===== src/rtl/simplebus_mem_arbiter_if.sv =====
// SimpleBus signal bundle around the memory arbiter: IFU and LSU requester ports plus the shared memory port.
// The arbiter connects through the slave modport; the core/memory environment connects through master.
interface simplebus_mem_arbiter_if;
  logic        ifu_reqValid;
  logic [31:0] ifu_addr;
  logic        ifu_respValid;
  logic [31:0] ifu_rdata;
  logic        ifu_err;
  logic        lsu_reqValid;
  logic [31:0] lsu_addr;
  logic [1:0]  lsu_size;
  logic        lsu_wen;
  logic [31:0] lsu_wdata;
  logic [3:0]  lsu_wmask;
  logic        lsu_respValid;
  logic [31:0] lsu_rdata;
  logic        lsu_err;
  logic        mem_reqValid;
  logic [31:0] mem_addr;
  logic [1:0]  mem_size;
  logic        mem_wen;
  logic [31:0] mem_wdata;
  logic [3:0]  mem_wmask;
  logic        mem_respValid;
  logic [31:0] mem_rdata;
  logic        busy;

  modport slave (
    input  ifu_reqValid, ifu_addr,
    input  lsu_reqValid, lsu_addr, lsu_size, lsu_wen, lsu_wdata, lsu_wmask,
    input  mem_respValid, mem_rdata,
    output ifu_respValid, ifu_rdata, ifu_err,
    output lsu_respValid, lsu_rdata, lsu_err,
    output mem_reqValid, mem_addr, mem_size, mem_wen, mem_wdata, mem_wmask,
    output busy
  );

  modport master (
    output ifu_reqValid, ifu_addr,
    output lsu_reqValid, lsu_addr, lsu_size, lsu_wen, lsu_wdata, lsu_wmask,
    output mem_respValid, mem_rdata,
    input  ifu_respValid, ifu_rdata, ifu_err,
    input  lsu_respValid, lsu_rdata, lsu_err,
    input  mem_reqValid, mem_addr, mem_size, mem_wen, mem_wdata, mem_wmask,
    input  busy
  );
endinterface


===== src/rtl/simplebus_mem_arbiter.sv =====
// Shares one SimpleBus memory port between IFU (read-only) and LSU (read/write), one latched
// transaction at a time, with a watchdog that ends a transaction the memory never answers.
module simplebus_mem_arbiter #(
  parameter bit RR_EN   = 1'b0,
  parameter int TIMEOUT = 255,
  parameter int TO_W    = 8
) (
  input  logic                   clock,
  input  logic                   reset,
  simplebus_mem_arbiter_if.slave bus
);

  typedef enum logic [1:0] {
    S_IDLE     = 2'd0,
    S_BUSY_IFU = 2'd1,
    S_BUSY_LSU = 2'd2
  } state_t;

  localparam logic [TO_W-1:0] TO_LAST = (TIMEOUT == 0) ? '0 : TO_W'(TIMEOUT - 1);

  state_t          r_state;
  state_t          w_state_nxt;
  logic [31:0]     r_addr;
  logic [1:0]      r_size;
  logic            r_wen;
  logic [31:0]     r_wdata;
  logic [3:0]      r_wmask;
  logic [TO_W-1:0] r_wd;
  logic            r_ifu_turn;
  logic            w_grant_ifu;
  logic            w_grant_lsu;
  logic            w_busy;
  logic            w_timeout;
  logic            w_done;

  // Winner selection in IDLE; r_ifu_turn names who takes the next tie (IFU out of reset)
  always_comb begin
    w_grant_ifu = 1'b0;
    w_grant_lsu = 1'b0;
    if (r_state == S_IDLE) begin
      if (bus.ifu_reqValid && bus.lsu_reqValid) begin
        if (RR_EN && r_ifu_turn) begin
          w_grant_ifu = 1'b1;
        end else begin
          w_grant_lsu = 1'b1;
        end
      end else begin
        w_grant_ifu = bus.ifu_reqValid;
        w_grant_lsu = bus.lsu_reqValid;
      end
    end else begin
      w_grant_ifu = 1'b0;
      w_grant_lsu = 1'b0;
    end
  end

  assign w_busy    = (r_state != S_IDLE);
  // A real response in the last watchdog cycle takes precedence over the timeout
  assign w_timeout = (TIMEOUT != 0) && w_busy && (r_wd == TO_LAST) && !bus.mem_respValid;
  assign w_done    = w_busy && (bus.mem_respValid || w_timeout);

  // State register
  always_ff @(posedge clock) begin
    if (!reset) begin
      r_state <= S_IDLE;
    end else begin
      r_state <= w_state_nxt;
    end
  end

  // Next-state logic
  always_comb begin
    w_state_nxt = r_state;
    case (r_state)
      S_IDLE: begin
        if (w_grant_lsu) begin
          w_state_nxt = S_BUSY_LSU;
        end else if (w_grant_ifu) begin
          w_state_nxt = S_BUSY_IFU;
        end else begin
          w_state_nxt = S_IDLE;
        end
      end
      S_BUSY_IFU, S_BUSY_LSU: begin
        if (w_done) begin
          w_state_nxt = S_IDLE;
        end else begin
          w_state_nxt = r_state;
        end
      end
      default: w_state_nxt = S_IDLE;
    endcase
  end

  // Latched request fields, watchdog and tie-break history
  always_ff @(posedge clock) begin
    if (!reset) begin
      r_addr     <= 32'h0;
      r_size     <= 2'd0;
      r_wen      <= 1'b0;
      r_wdata    <= 32'h0;
      r_wmask    <= 4'h0;
      r_wd       <= '0;
      r_ifu_turn <= 1'b1;
    end else begin
      if (w_grant_lsu) begin
        r_addr     <= bus.lsu_addr;
        r_size     <= bus.lsu_size;
        r_wen      <= bus.lsu_wen;
        r_wdata    <= bus.lsu_wdata;
        r_wmask    <= bus.lsu_wmask;
        r_ifu_turn <= 1'b1;
      end else if (w_grant_ifu) begin
        r_addr     <= bus.ifu_addr;
        r_size     <= 2'd2;
        r_wen      <= 1'b0;
        r_wdata    <= 32'h0;
        r_wmask    <= 4'h0;
        r_ifu_turn <= 1'b0;
      end
      if (!w_busy || w_done) begin
        r_wd <= '0;
      end else begin
        r_wd <= r_wd + TO_W'(1);
      end
    end
  end

  // Output decode; everything is held at zero while reset is asserted
  always_comb begin
    bus.ifu_respValid = 1'b0;
    bus.ifu_rdata     = 32'h0;
    bus.ifu_err       = 1'b0;
    bus.lsu_respValid = 1'b0;
    bus.lsu_rdata     = 32'h0;
    bus.lsu_err       = 1'b0;
    bus.mem_reqValid  = 1'b0;
    bus.mem_addr      = 32'h0;
    bus.mem_size      = 2'd0;
    bus.mem_wen       = 1'b0;
    bus.mem_wdata     = 32'h0;
    bus.mem_wmask     = 4'h0;
    bus.busy          = 1'b0;
    if (reset && w_busy) begin
      bus.mem_reqValid = 1'b1;
      bus.mem_addr     = r_addr;
      bus.mem_size     = r_size;
      bus.mem_wen      = r_wen;
      bus.mem_wdata    = r_wdata;
      bus.mem_wmask    = r_wmask;
      bus.busy         = 1'b1;
      case (r_state)
        S_BUSY_IFU: begin
          bus.ifu_respValid = w_done;
          bus.ifu_err       = w_timeout;
          bus.ifu_rdata     = bus.mem_respValid ? bus.mem_rdata : 32'h0;
        end
        S_BUSY_LSU: begin
          bus.lsu_respValid = w_done;
          bus.lsu_err       = w_timeout;
          bus.lsu_rdata     = bus.mem_respValid ? bus.mem_rdata : 32'h0;
        end
        default: begin
          bus.ifu_respValid = 1'b0;
          bus.lsu_respValid = 1'b0;
        end
      endcase
    end else begin
      bus.busy = 1'b0;
    end
  end

endmodule


===== src/flat_wrapper.sv =====
// flat-port wrapper written by rule: the top's interface ports become plain ports
module simplebus_mem_arbiter_flat 
#(
  parameter bit RR_EN   = 1'b0,
  parameter int TIMEOUT = 255,
  parameter int TO_W    = 8
)
  (clock, reset, bus_ifu_reqValid, bus_ifu_addr, bus_lsu_reqValid, bus_lsu_addr, bus_lsu_size, bus_lsu_wen, bus_lsu_wdata, bus_lsu_wmask, bus_mem_respValid, bus_mem_rdata, bus_ifu_respValid, bus_ifu_rdata, bus_ifu_err, bus_lsu_respValid, bus_lsu_rdata, bus_lsu_err, bus_mem_reqValid, bus_mem_addr, bus_mem_size, bus_mem_wen, bus_mem_wdata, bus_mem_wmask, bus_busy);
  simplebus_mem_arbiter_if bus_i ();
  input  logic clock;
  input  logic reset;
  input wire logic [$bits(bus_i.ifu_reqValid)-1:0] bus_ifu_reqValid;
  input wire logic [$bits(bus_i.ifu_addr)-1:0] bus_ifu_addr;
  input wire logic [$bits(bus_i.lsu_reqValid)-1:0] bus_lsu_reqValid;
  input wire logic [$bits(bus_i.lsu_addr)-1:0] bus_lsu_addr;
  input wire logic [$bits(bus_i.lsu_size)-1:0] bus_lsu_size;
  input wire logic [$bits(bus_i.lsu_wen)-1:0] bus_lsu_wen;
  input wire logic [$bits(bus_i.lsu_wdata)-1:0] bus_lsu_wdata;
  input wire logic [$bits(bus_i.lsu_wmask)-1:0] bus_lsu_wmask;
  input wire logic [$bits(bus_i.mem_respValid)-1:0] bus_mem_respValid;
  input wire logic [$bits(bus_i.mem_rdata)-1:0] bus_mem_rdata;
  output wire logic [$bits(bus_i.ifu_respValid)-1:0] bus_ifu_respValid;
  output wire logic [$bits(bus_i.ifu_rdata)-1:0] bus_ifu_rdata;
  output wire logic [$bits(bus_i.ifu_err)-1:0] bus_ifu_err;
  output wire logic [$bits(bus_i.lsu_respValid)-1:0] bus_lsu_respValid;
  output wire logic [$bits(bus_i.lsu_rdata)-1:0] bus_lsu_rdata;
  output wire logic [$bits(bus_i.lsu_err)-1:0] bus_lsu_err;
  output wire logic [$bits(bus_i.mem_reqValid)-1:0] bus_mem_reqValid;
  output wire logic [$bits(bus_i.mem_addr)-1:0] bus_mem_addr;
  output wire logic [$bits(bus_i.mem_size)-1:0] bus_mem_size;
  output wire logic [$bits(bus_i.mem_wen)-1:0] bus_mem_wen;
  output wire logic [$bits(bus_i.mem_wdata)-1:0] bus_mem_wdata;
  output wire logic [$bits(bus_i.mem_wmask)-1:0] bus_mem_wmask;
  output wire logic [$bits(bus_i.busy)-1:0] bus_busy;
  assign bus_i.ifu_reqValid = bus_ifu_reqValid;
  assign bus_i.ifu_addr = bus_ifu_addr;
  assign bus_i.lsu_reqValid = bus_lsu_reqValid;
  assign bus_i.lsu_addr = bus_lsu_addr;
  assign bus_i.lsu_size = bus_lsu_size;
  assign bus_i.lsu_wen = bus_lsu_wen;
  assign bus_i.lsu_wdata = bus_lsu_wdata;
  assign bus_i.lsu_wmask = bus_lsu_wmask;
  assign bus_i.mem_respValid = bus_mem_respValid;
  assign bus_i.mem_rdata = bus_mem_rdata;
  assign bus_ifu_respValid = bus_i.ifu_respValid;
  assign bus_ifu_rdata = bus_i.ifu_rdata;
  assign bus_ifu_err = bus_i.ifu_err;
  assign bus_lsu_respValid = bus_i.lsu_respValid;
  assign bus_lsu_rdata = bus_i.lsu_rdata;
  assign bus_lsu_err = bus_i.lsu_err;
  assign bus_mem_reqValid = bus_i.mem_reqValid;
  assign bus_mem_addr = bus_i.mem_addr;
  assign bus_mem_size = bus_i.mem_size;
  assign bus_mem_wen = bus_i.mem_wen;
  assign bus_mem_wdata = bus_i.mem_wdata;
  assign bus_mem_wmask = bus_i.mem_wmask;
  assign bus_busy = bus_i.busy;
  simplebus_mem_arbiter #(.RR_EN(RR_EN), .TIMEOUT(TIMEOUT), .TO_W(TO_W)) u_core (.clock(clock), .reset(reset), .bus(bus_i));
endmodule

===== config.mk =====
export PLATFORM = sky130hd
export DESIGN_NAME = simplebus_mem_arbiter_flat
export DESIGN_NICKNAME = d
export VERILOG_FILES = /design/src/rtl/simplebus_mem_arbiter_if.sv /design/src/rtl/simplebus_mem_arbiter.sv /design/src/flat_wrapper.sv
export SDC_FILE = /design/constraint.sdc
export NUM_CORES = 1
export LEC_CHECK = 0
export BUFFER_PORTS_ARGS = -buffer_cell sky130_fd_sc_hd__clkbuf_2
export CORE_AREA = 3 3 108 110
export CTS_CLUSTER_DIAMETER = 50
export CTS_CLUSTER_SIZE = 40
export DETAILED_ROUTE_END_ITERATION = 8
export DIE_AREA = 0 0 111 113
export GPL_TIMING_DRIVEN = 1
export PLACE_DENSITY = 0.75
export SYNTH_ARGS = -nofsm -noshare
export SYNTH_HDL_FRONTEND = slang
export SYNTH_SLANG_ARGS = --single-unit
export TNS_END_PERCENT = 5

===== constraint.sdc =====
create_clock -name clock -period 2.04 [get_ports clock]
set_clock_uncertainty 0.05 [all_clocks]
set_input_delay 0.102 -clock clock [delete_from_list [all_inputs] [get_ports clock]]
set_output_delay 0.102 -clock clock [all_outputs]
set_load 0.05 [all_outputs]

Word level (Yosys, flattened, before mapping)
Index checks and enable logic that the tools add are counted.

Input bits: 140. Logic and storage cells: 64. Register bits after elaboration: 81. Output and inout port bits: 141.

Muxes and demuxes: 37. Reductions and logical operators: 14. Bitwise operators: 1. Equal/unequal tests: 4. Add/sub/neg operators: 1.

Operators by type and width (number): two-way mux 32 bit (11); two-way mux 1 bit (17); two-way mux 4 bit (3); two-way mux 2 bit (5); adder 8 x 1 -> 8 bit (second input constant) (1); == test 8 bit (second input constant) (1); logical AND 1 bit (5); case mux 2 bit (2 select lines) (1); nonzero test 2 bit (2); OR reduction 2 bit (2); == test 2 x 1 -> 1 bit (second input constant) (1); == test 2 bit (second input constant) (1); logical NOT 1 bit (2); logical NOT 2 bit (1); logical OR 1 bit (2); inequality test 2 x 1 -> 1 bit (second input constant) (1); NOT 1 bit (1).

Longest topological paths before layout
Gate-level depths: netlist (run 1).

Depth in word-level cells: 7. Gate-level depth with buffers: 9. Gate-level depth less buffers: 5.

Worst setup path before layout (run 1)
No wires, ideal clock.

Path kind: register to output. Start: reg u_core.r_state[0]. End: out bus_ifu_err. Data required time: 1.888 ns. Arrival time: 2.282 ns. Slack: -0.394 ns. Path buffers: 1. Stages on the path, launching flop included: 7. Path through: dfxtp_1 -> inv_1 -> ha_1 -> buf_4 -> nand4b_1 -> or2_1 -> nor3_1.

Cells in the longest elaborated chain, start to end: 5. Elaborated cells on any way between the ends: 7. Classes of those cells: 1 x eq/ne; 2 x mux; 4 x reduce/logical.

Ends and longest elaborated chain: start: declaration (line simplebus_mem_arbiter.sv:21) `state_t r_state;`; start signal: assignment (line simplebus_mem_arbiter.sv:67) `r_state <= w_state_nxt;`; nonzero test 2 bit (line simplebus_mem_arbiter.sv:57) `assign w_busy = (r_state != S_IDLE);`; logical AND 1 bit (2 in a row) (line simplebus_mem_arbiter.sv:59) `assign w_timeout = (TIMEOUT != 0) && w_busy && (r_wd == TO_LAST) && !bus.mem_respValid;`; two-way mux 1 bit (line simplebus_mem_arbiter.sv:152) `case (r_state)`; two-way mux 1 bit * (line simplebus_mem_arbiter.sv:144) `if (reset && w_busy) begin`; end: declaration (line flat_wrapper.sv:24) `output wire logic [$bits(bus_i.ifu_err)-1:0] bus_ifu_err;`.

Mark *: on every way between the ends. The rest lies on a longest branch, timed or not.

Worst setup path after layout (run 1)
Start: reg u_core.r_state[0]. End: out bus_ifu_rdata[13].

Cells in the longest elaborated chain, start to end: 3. Elaborated cells on any way between the ends: 5. Classes of those cells: 1 x eq/ne; 2 x mux; 2 x reduce/logical.

Ends and longest elaborated chain: == test 2 x 1 -> 1 bit / nonzero test 2 bit (equally long branches) (line simplebus_mem_arbiter.sv:152, simplebus_mem_arbiter.sv:57); two-way mux 32 bit / logical AND 1 bit (equally long branches) (line simplebus_mem_arbiter.sv:152, simplebus_mem_arbiter.sv:144); two-way mux 32 bit * (line simplebus_mem_arbiter.sv:144); end: declaration (line flat_wrapper.sv:23) `output wire logic [$bits(bus_i.ifu_rdata)-1:0] bus_ifu_rdata;`.

Marked as above.

==> results of run 1 <==
[final cells by class]
| class | count | area [um^2] |
|---|---|---|
| well taps | 140 | 175 |
| fillers | 720 | 3060 |
| clock inverters | 5 | 86.3 |
| clock buffers | 11 | 151 |
| multi-input cells | 421 | 2510 |
| repair buffers | 394 | 3170 |
| flip-flops and latches | 81 | 1620 |
| inverters | 7 | 26.3 |
[routing by layer]
layer	wire (um)	global-route usage	share of wire	up-vias
met4	756	0.120	0.042	0
met3	1410	0.0802	0.079	59
met1	6400	0.273	0.36	2509
met2	9390	0.503	0.52	277
li1	-	-	-	2562
met5	0	0	0	-
[placed cells by master (no fill, tap or decap), types with 2 or more instances in the layout]
cell type / count
sky130_fd_sc_hd__dfxtp_2: 2
sky130_fd_sc_hd__nand3_1: 3
sky130_fd_sc_hd__clkbuf_8: 20
sky130_fd_sc_hd__and2_1: 71
sky130_fd_sc_hd__buf_8: 3
sky130_fd_sc_hd__o22ai_1: 2
sky130_fd_sc_hd__nand2_1: 94
sky130_fd_sc_hd__ha_1: 4
sky130_fd_sc_hd__inv_1: 6
sky130_fd_sc_hd__clkbuf_2: 154
sky130_fd_sc_hd__clkinv_4: 2
sky130_fd_sc_hd__clkbuf_4: 41
sky130_fd_sc_hd__nand2_4: 2
sky130_fd_sc_hd__buf_12: 24
sky130_fd_sc_hd__o2111ai_1: 2
sky130_fd_sc_hd__buf_4: 25
sky130_fd_sc_hd__xor2_1: 2
sky130_fd_sc_hd__dlygate4sd3_1: 98
sky130_fd_sc_hd__buf_2: 29
sky130_fd_sc_hd__a21oi_1: 7
sky130_fd_sc_hd__nor2_2: 17
sky130_fd_sc_hd__bufinv_16: 2
sky130_fd_sc_hd__a311oi_2: 30
sky130_fd_sc_hd__nand2b_1: 3
sky130_fd_sc_hd__nand4_1: 2
sky130_fd_sc_hd__or3_2: 2
sky130_fd_sc_hd__buf_6: 11
sky130_fd_sc_hd__a22oi_1: 38
sky130_fd_sc_hd__o21ai_0: 5
sky130_fd_sc_hd__dfxtp_1: 79
sky130_fd_sc_hd__nor2_1: 120
[sequential cells by signal, summed over array words and instances, names as in the netlist]
register / flops
u_core.r_state: 2
u_core.r_wmask: 4
u_core.r_wdata: 32
u_core.r_addr: 32
u_core.r_wd: 8
u_core.r_size: 2
u_core.r_wen: 1
[worst paths after layout]
check | from | to | slack (ps) | depth (start not counted)
hold / removal | bus_lsu_addr[30] | u_core.r_addr[30]$_SDFFE_PN0P_ | 30 | 3
hold reg to reg | u_core.r_wd[7]$_SDFF_PP0_ | u_core.r_wd[7]$_SDFF_PP0_ | 440 | 2
setup / recovery | u_core.r_state[0]$_SDFFE_PN0P_ | bus_ifu_rdata[13] | 30 | 8
setup reg to reg | u_core.r_state[0]$_SDFFE_PN0P_ | u_core.r_addr[10]$_SDFFE_PN0P_ | 160 | 7
[worst min-delay path, delay by kind of cell]
family	cells	cell delay (ps)
buffers and inverters	1	70
AO/OA/AOI/OAI	2	210
[power groups by stage]
stage                     registers [mW]  clock network [mW]  logic, mW
after CTS                           1.80                1.39       1.30
after global routing                1.83                1.46       1.48
final                               1.81                1.38       1.38
after detailed placement            1.84                   0       1.13
after global placement              1.83                   0       1.11
after floorplan                     1.81                   0      0.824
[logic make-up (layout without fill, tap and decap cells)]
family          count (synthesis)  in the layout
compound gates                 90             90
xor+xnor                        3              3
fa+ha+maj                       5              5
buf+inv                        56            417
flops                          81             81
simple gates                  322            323
[timing repair]
item / 4_1_cts / 5_1_grt
hold endpoints to repair: 69 / 0
gates cloned: 0 / 1
hold buffers: 98 / 0
setup buffers: 0 / 1
endpoints found under the setup margin: 103 / 128
gates resized for setup: 81 / 143
pin swaps: 0 / 2
[stage by stage]
step	cells	util	cell area [um^2]
after detailed placement	943	0.560	6050
after global placement	943	0.560	6050
after CTS	1057	0.696	7520
final	1059	0.717	7740
after global routing	1059	0.717	7740
after floorplan	557	-	4320
==> qor.yml, run 1 <==
outcome:
  status: "completed"
synthesis:
  synth_common_cells: "sky130_fd_sc_hd__nor2_1 (137), sky130_fd_sc_hd__nand2_1 (95), sky130_fd_sc_hd__dfxtp_1 (81), sky130_fd_sc_hd__and2_1 (72), sky130_fd_sc_hd__a22oi_1 (38)"
  syn-num-nets: 702
  synth_cell_type_count: 35
  synth_simple_gate_area_frac: 0.333
  yosysTopAreaCellShare: 0.375
  synth_area_leaders: "sky130_fd_sc_hd__dfxtp_1 (38%), sky130_fd_sc_hd__nor2_1 (12%), sky130_fd_sc_hd__a311oi_2 (10%)"
  cell_area_synth_um2: 4320
  synthCells: 557
  synth.ff_latch_count: 81
  synth_edf_count: 0
  muxShareOfSynthArea: 0
  share_of_synthesized_area_occupied_by_flip_flops_and_latches: 0.375
  synth_compound_gate_area_share: 0.202
  synth.yosys.warnings: 0
  synth_area_per_cell_um2: 7.76
  synth.largest_area_cell: "sky130_fd_sc_hd__dfxtp_1"
  synth-xor-area-share: 0.00608
  ys_async_sr_fraction: 0
  synthMostInstantiatedCell: "sky130_fd_sc_hd__nor2_1"
  synthAdderAreaFrac: 0.0145
  main_combinational_cell_family_by_area_after_synthesis: "simple AND/OR/NAND/NOR gates"
  main_synth_ff_type: "sky130_fd_sc_hd__dfxtp_1"
cts:
  cts_inserted_buffers: 9
  insertion_delay_ps: 350
  clkTransAtPathRegs_ps: 80
  ctsHtreeMaxLevel: 3
  cts_num_sinks: 81
  tritoncts: "built"
  cts_root_buf: "sky130_fd_sc_hd__clkbuf_8"
  max-clock-path-buffers: 2
detailed_routing:
  first_pass_iters: 5
  drt_iter0_drc: 410
  dr_total_vias: 5407
  drcViolationCount: 0
  post_route_wl_um: 18000
  vias_per_cell: 5.11
  wl_per_cell_um: 17.0
  antenna_violating_nets_post_route: 0
worst_setup_path:
  worstPathRequired_ps: 1890
  critPathMaxStageDelay_ps: 340
  critPathCaptureType: "primary output"
  cp_cell_sequence: "inv_1 > ha_2 > nor2b_4 > buf_12 > nand2_4 > buf_4 > nor2_1 > buf_4"
  critPathTopFamily: "buffers and inverters"
  worstSetupPathType: "reg -> out"
  startpoint_type: "flip-flop"
  cp_data_arrival_time_ps: 1850
  timing.critical_path.fanout_max: 9
  crit_buf_inv: 4
  critPathMostFrequentCell: "sky130_fd_sc_hd__buf_4"
  cp_slowest_cell: "sky130_fd_sc_hd__dfxtp_2"
global_routing:
  number_of_antenna_violations_at_the_first_check_in_global_routing: 0
  grt_max_degree: 71
  total_routing_usage_reported_by_global_routing: 0.267
  grt_pass1_wl_um: 27300
  via_count_of_the_first_global_routing_pass: 5545
  globalRoute.totalOverflow: 0
sta:
  count_of_final_max_slew_check_failures: 0
  min_tclk_post_route_ps: 2010
  clock.fmax_mhz: 498
  timing.final.crit_share: 0.983
  final-setup-viol-count: 0
  fin_worst_hold_slack_ps: 32.9
  timing.slew.headroom: 0.522
  timing.final.ws_setup_ps: 34.0
  hold_viol_final: 0
  grt_setup_unrepaired: "yes"
  fin_setup_tns_ps: 0
  tightest_slew_ps: 717
die:
  total_core_area_um2: 10800
  placementRows: 38
  io_pins: 281
  initial_util: 0.401
  die-width_um: 111
  die_area_um2: 12500
  die_y_um: 113
pwr:
  design_power_total_mw: 4.57
  leakagePower_nw: 3.62
  cellPowerDensity_nw_per_um2: 591
  net-switching-power_mw: 1.49
  vdd_drop_max_uv: 390
  clkPwrFrac: 0.301
  comb_power_frac: 0.303
  power.internal_mw: 3.08
  p_sw_frac: 0.326
  pwr-share-seq: 0.396
layout:
  share_of_final_layout_standard_cells_stronger_than_drive_strength_1: 0.413
  final_nets: 1059
  synthToLayoutAreaGrowth_pct: 79.0
  n_diodes: 0
job:
  maxCapViolations: 0
placed_design:
  placement.setup.worst_slack_ps: 263
  dp_hpwl_um: 10500
  io_buffers: 280
  gpl.final_weighted_congestion: 0.865
min_path:
  hold_path.class: "in -> reg"
No activity file was read; power rests on OpenSTA's default activity.
==> run 2: changes to the inputs <==
Settings changed: ABC_AREA set to 1, PLACE_DENSITY 0.75 to 0.74.
==> run 2 against run 1 <==
Compared with the run above:
- core utilization is 5.6 points lower
- highest routed layer is now met5
- total power is 35% higher
- global-route usage is 1.1 points lower
- critical path depth is 1 lower
- final area is 7.8% lower
- flip-flop and latch count stayed put
- sequential power is 17% higher
- register-to-register slack better by 220 ps
- die area stayed put
- largest cell class unchanged
- synthesized area is 2.6% lower
==> qor.yml, run 2 <==
outcome:
  status: "completed"  # unchanged
cts:
  cts_inserted_buffers: 9  # unchanged
  cts_num_sinks: 81  # unchanged
  cts_root_buf: "sky130_fd_sc_hd__clkbuf_8"  # unchanged
  ctsHtreeMaxLevel: 3  # unchanged
  insertion_delay_ps: 330  # was 350 ps
  max-clock-path-buffers: 2  # unchanged
  tritoncts: "built"  # unchanged
  clkTransAtPathRegs_ps: 80  # about the same
pwr:
  vdd_drop_max_uv: 542  # was 390 uV
  clkPwrFrac: 0.198  # was 0.301
  net-switching-power_mw: 2.67  # was 1.49 mW
  p_sw_frac: 0.434  # was 0.326
  cellPowerDensity_nw_per_um2: 864  # was 591 nW/um^2
  design_power_total_mw: 6.16  # was 4.57 mW
  pwr-share-seq: 0.344  # was 0.396
  power.internal_mw: 3.49  # was 3.08 mW
  comb_power_frac: 0.458  # was 0.303
  leakagePower_nw: 3.27  # was 3.62 nW
placed_design:
  io_buffers: 280  # unchanged
  dp_hpwl_um: 11400  # was 10500 um
  dpl_cell_area_um2: 5900  # was 6050 um^2
  gpl.final_weighted_congestion: 0.936  # was 0.865
die:
  placementRows: 38  # unchanged
  die_area_um2: 12500  # unchanged
  die_y_um: 113  # unchanged
  io_pins: 281  # unchanged
  initial_util: 0.390  # was 0.401
  die-width_um: 111  # unchanged
  total_core_area_um2: 10800  # unchanged
global_routing:
  globalRoute.totalOverflow: 0  # unchanged
  grt_max_degree: 72  # was 71
  total_routing_usage_reported_by_global_routing: 0.256  # was 0.267
  via_count_of_the_first_global_routing_pass: 5332  # was 5545
  number_of_antenna_violations_at_the_first_check_in_global_routing: 2  # was 0
  grt_pass1_wl_um: 26200  # was 27300 um
layout:
  n_diodes: 0  # unchanged
  finish.instance_area_um2: 7130  # was 7740 um^2
  share_of_final_layout_standard_cells_stronger_than_drive_strength_1: 0.376  # was 0.413
  largest_registers: "u_core.r_addr: 32 flops, u_core.r_wdata: 32 flops, u_core.r_wd: 8 flops"  # unchanged
  mostFrequentLayoutCells: "sky130_fd_sc_hd__nand2_1 (150), sky130_fd_sc_hd__nor2_1 (145), sky130_fd_sc_hd__clkbuf_2 (145), sky130_fd_sc_hd__dfxtp_1 (80), sky130_fd_sc_hd__inv_1 (76)"  # was sky130_fd_sc_hd__clkbuf_2 (154), sky130_fd_sc_hd__nor2_1 (120), sky130_fd_sc_hd__dlygate4sd3_1 (98), sky130_fd_sc_hd__nand2_1 (94), sky130_fd_sc_hd__dfxtp_1 (79)
  mostFrequentLayoutCell: "sky130_fd_sc_hd__nand2_1"  # was sky130_fd_sc_hd__clkbuf_2
  final_nets: 1165  # was 1059
  synthToLayoutAreaGrowth_pct: 69.3  # was 79.0%
worst_setup_path:
  critPathMaxStageDelay_ps: 340  # about the same
  critPathCaptureType: "primary output"  # unchanged
  rr_endpoint: "u_core.r_addr[31]$_SDFFE_PN0P_"  # was u_core.r_addr[10]$_SDFFE_PN0P_
  worstPathRequired_ps: 1890  # about the same
  reg2reg_from: "u_core.r_state[0]$_SDFFE_PN0P_"  # unchanged
  critPathCapture: "bus_ifu_rdata[16]"  # was bus_ifu_rdata[13]
  startpoint_type: "flip-flop"  # unchanged
  setup.reg_to_reg.worst_slack_ps: 380  # was 160 ps
  cp_cell_sequence: "inv_1 > ha_4 > nor2_4 > nand2_2 > buf_12 > nor2_2 > buf_2"  # was inv_1 > ha_2 > nor2b_4 > buf_12 > nand2_4 > buf_4 > nor2_1 > buf_4
  worstSetupPathType: "reg -> out"  # unchanged
  crit_path_start: "u_core.r_state[0]$_SDFFE_PN0P_"  # unchanged
  cp_data_arrival_time_ps: 1820  # was 1850 ps
  r2r.worst_path.cells: 9  # was 7
  cp_slowest_cell: "sky130_fd_sc_hd__dfxtp_1"  # was sky130_fd_sc_hd__dfxtp_2
  timing.critical_path.fanout_max: 34  # was 9
synthesis:
  main_synth_ff_type: "sky130_fd_sc_hd__dfxtp_1"  # unchanged
  synth_cell_type_count: 20  # was 35
  synth.ff_latch_count: 81  # unchanged
  synthCells: 698  # was 557
  syn-num-nets: 843  # was 702
  synth_area_leaders: "sky130_fd_sc_hd__dfxtp_1 (39%), sky130_fd_sc_hd__nor2_1 (19%), sky130_fd_sc_hd__nand2_1 (14%)"  # was sky130_fd_sc_hd__dfxtp_1 (38%), sky130_fd_sc_hd__nor2_1 (12%), sky130_fd_sc_hd__a311oi_2 (10%)
  cell_area_synth_um2: 4210  # was 4320 um^2
  synth.yosys.warnings: 0  # unchanged
  synth_common_cells: "sky130_fd_sc_hd__nor2_1 (210), sky130_fd_sc_hd__nand2_1 (152), sky130_fd_sc_hd__dfxtp_1 (81), sky130_fd_sc_hd__inv_1 (76), sky130_fd_sc_hd__a21oi_1 (75)"  # was sky130_fd_sc_hd__nor2_1 (137), sky130_fd_sc_hd__nand2_1 (95), sky130_fd_sc_hd__dfxtp_1 (81), sky130_fd_sc_hd__and2_1 (72), sky130_fd_sc_hd__a22oi_1 (38)
  synth_edf_count: 0  # unchanged
  synth.largest_area_cell: "sky130_fd_sc_hd__dfxtp_1"  # unchanged
  synth_area_per_cell_um2: 6.03  # was 7.76 um^2
  yosysTopAreaCellShare: 0.385  # was 0.375
  ys_async_sr_fraction: 0  # unchanged
  synthMostInstantiatedCell: "sky130_fd_sc_hd__nor2_1"  # unchanged
  share_of_synthesized_area_occupied_by_flip_flops_and_latches: 0.385  # was 0.375
detailed_routing:
  vias_per_cell: 4.76  # was 5.11
  drt_iter0_drc: 366  # was 410
  antenna_violating_nets_post_route: 0  # unchanged
  wl_per_cell_um: 14.8  # was 17.0 um
  dr_total_vias: 5546  # was 5407
  drcViolationCount: 0  # unchanged
  post_route_wl_um: 17200  # was 18000 um
  first_pass_iters: 5  # unchanged
sta:
  clock.fmax_mhz: 506  # was 498 MHz
  min_tclk_post_route_ps: 1980  # was 2010 ps
  tightest_slew_ps: 777  # was 717 ps
  fin_setup_tns_ps: 0  # unchanged
  final-setup-viol-count: 0  # unchanged
  timing.slew.headroom: 0.482  # was 0.522
  grt_setup_unrepaired: "yes"  # unchanged
  count_of_final_max_slew_check_failures: 0  # unchanged
  hold_viol_final: 0  # unchanged
  fin_worst_hold_slack_ps: 14.8  # was 32.9 ps
  timing.final.crit_share: 0.968  # was 0.983
job:
  maxCapViolations: 0  # unchanged
min_path:
  hold_path.class: "in -> reg"  # unchanged
  hold-path-cell-count: 3  # unchanged
[run 2: changes by cell type after synthesis, sizes merged, moves of 13 or more]
cell | previous run | this run
buf | 31 | 15
a311oi | 30 | 0
nand2 | 96 | 153
o21ai | 6 | 31
nor2 | 137 | 212
clkbuf | 18 | 31
a22oi | 38 | 2
inv | 7 | 79
and2 | 72 | 0
a21oi | 9 | 75
[run 2: worst min-delay path by stage]
stage	startpoint	endpoint	slack (ps)
finish	bus_lsu_addr[5]	u_core.r_addr[5]$_SDFFE_PN0P_	10
global route	bus_lsu_addr[26]	u_core.r_addr[26]$_SDFFE_PN0P_	20
CTS	bus_lsu_addr[5]	u_core.r_addr[5]$_SDFFE_PN0P_	2
detailed placement	bus_lsu_wdata[13]	u_core.r_wdata[13]$_SDFFE_PN0P_	290
global placement	bus_lsu_wdata[24]	u_core.r_wdata[24]$_SDFFE_PN0P_	290
floorplan	reset	u_core.r_state[0]$_SDFFE_PN0P_	170
[run 2: kinds of logic (layout without fill, tap and decap cells)]
family,after synthesis,in the layout,synth area share
compound gates,108,108,0.130
buf+inv,125,452,0.121
simple gates,373,373,0.337
fa+ha+maj,5,5,0.0149
flops,81,81,0.385
xor+xnor,6,6,0.0125
[run 2: metal layers]
layer,global-route usage,vias up,share of wire
met5,0,-,0.0016
met4,0.111,4,0.037
met3,0.0663,45,0.077
met2,0.468,275,0.51
met1,0.281,2475,0.37
li1,-,2747,-
[run 2: area by class of cell]
cell class | instances | area, um^2
fill | 909 | 3660
multi-input combinational | 492 | 2280
clock inverter | 5 | 62.6
clock buffer | 11 | 141
inverter | 79 | 297
tap | 140 | 175
sequential | 81 | 1620
timing repair buffer | 357 | 2550
[run 2: stage by stage]
step / utilization / cells / worst slack (ps)
finish: 0.661 / 1165 / 64.8
global route: 0.661 / 1165 / -62.0
CTS: 0.647 / 1165 / 0.477
detailed placement: 0.547 / 1082 / 290
global placement: 0.547 / 1082 / 332
floorplan: - / 698 / -123
[run 2: critical path, delay by kind of cell, from the launching register on]
| kind | cells | cell delay (ps) |
|---|---|---|
| simple gates | 3 | 370 |
| flops | 1 | 340 |
| buf+inv | 3 | 580 |
| fa+ha+maj | 1 | 190 |
[run 2: power groups by stage]
stage | registers (mW) | clock network, mW | logic (mW)
5_1_grt | 2.16 | 1.32 | 3.08
2_1_floorplan | 2.10 | 0 | 1.90
3_5_place_dp | 2.14 | 0 | 2.55
3_3_place_gp | 2.12 | 0 | 2.55
4_1_cts | 2.11 | 1.25 | 2.72
6_report | 2.12 | 1.22 | 2.82
[run 2: timing repair]
action	CTS	global route
hold buffers	65	0
endpoints found under the setup margin	139	139
setup buffers	2	0
hold endpoints to repair	64	0
gates resized for setup	82	156
pin swaps	1	1
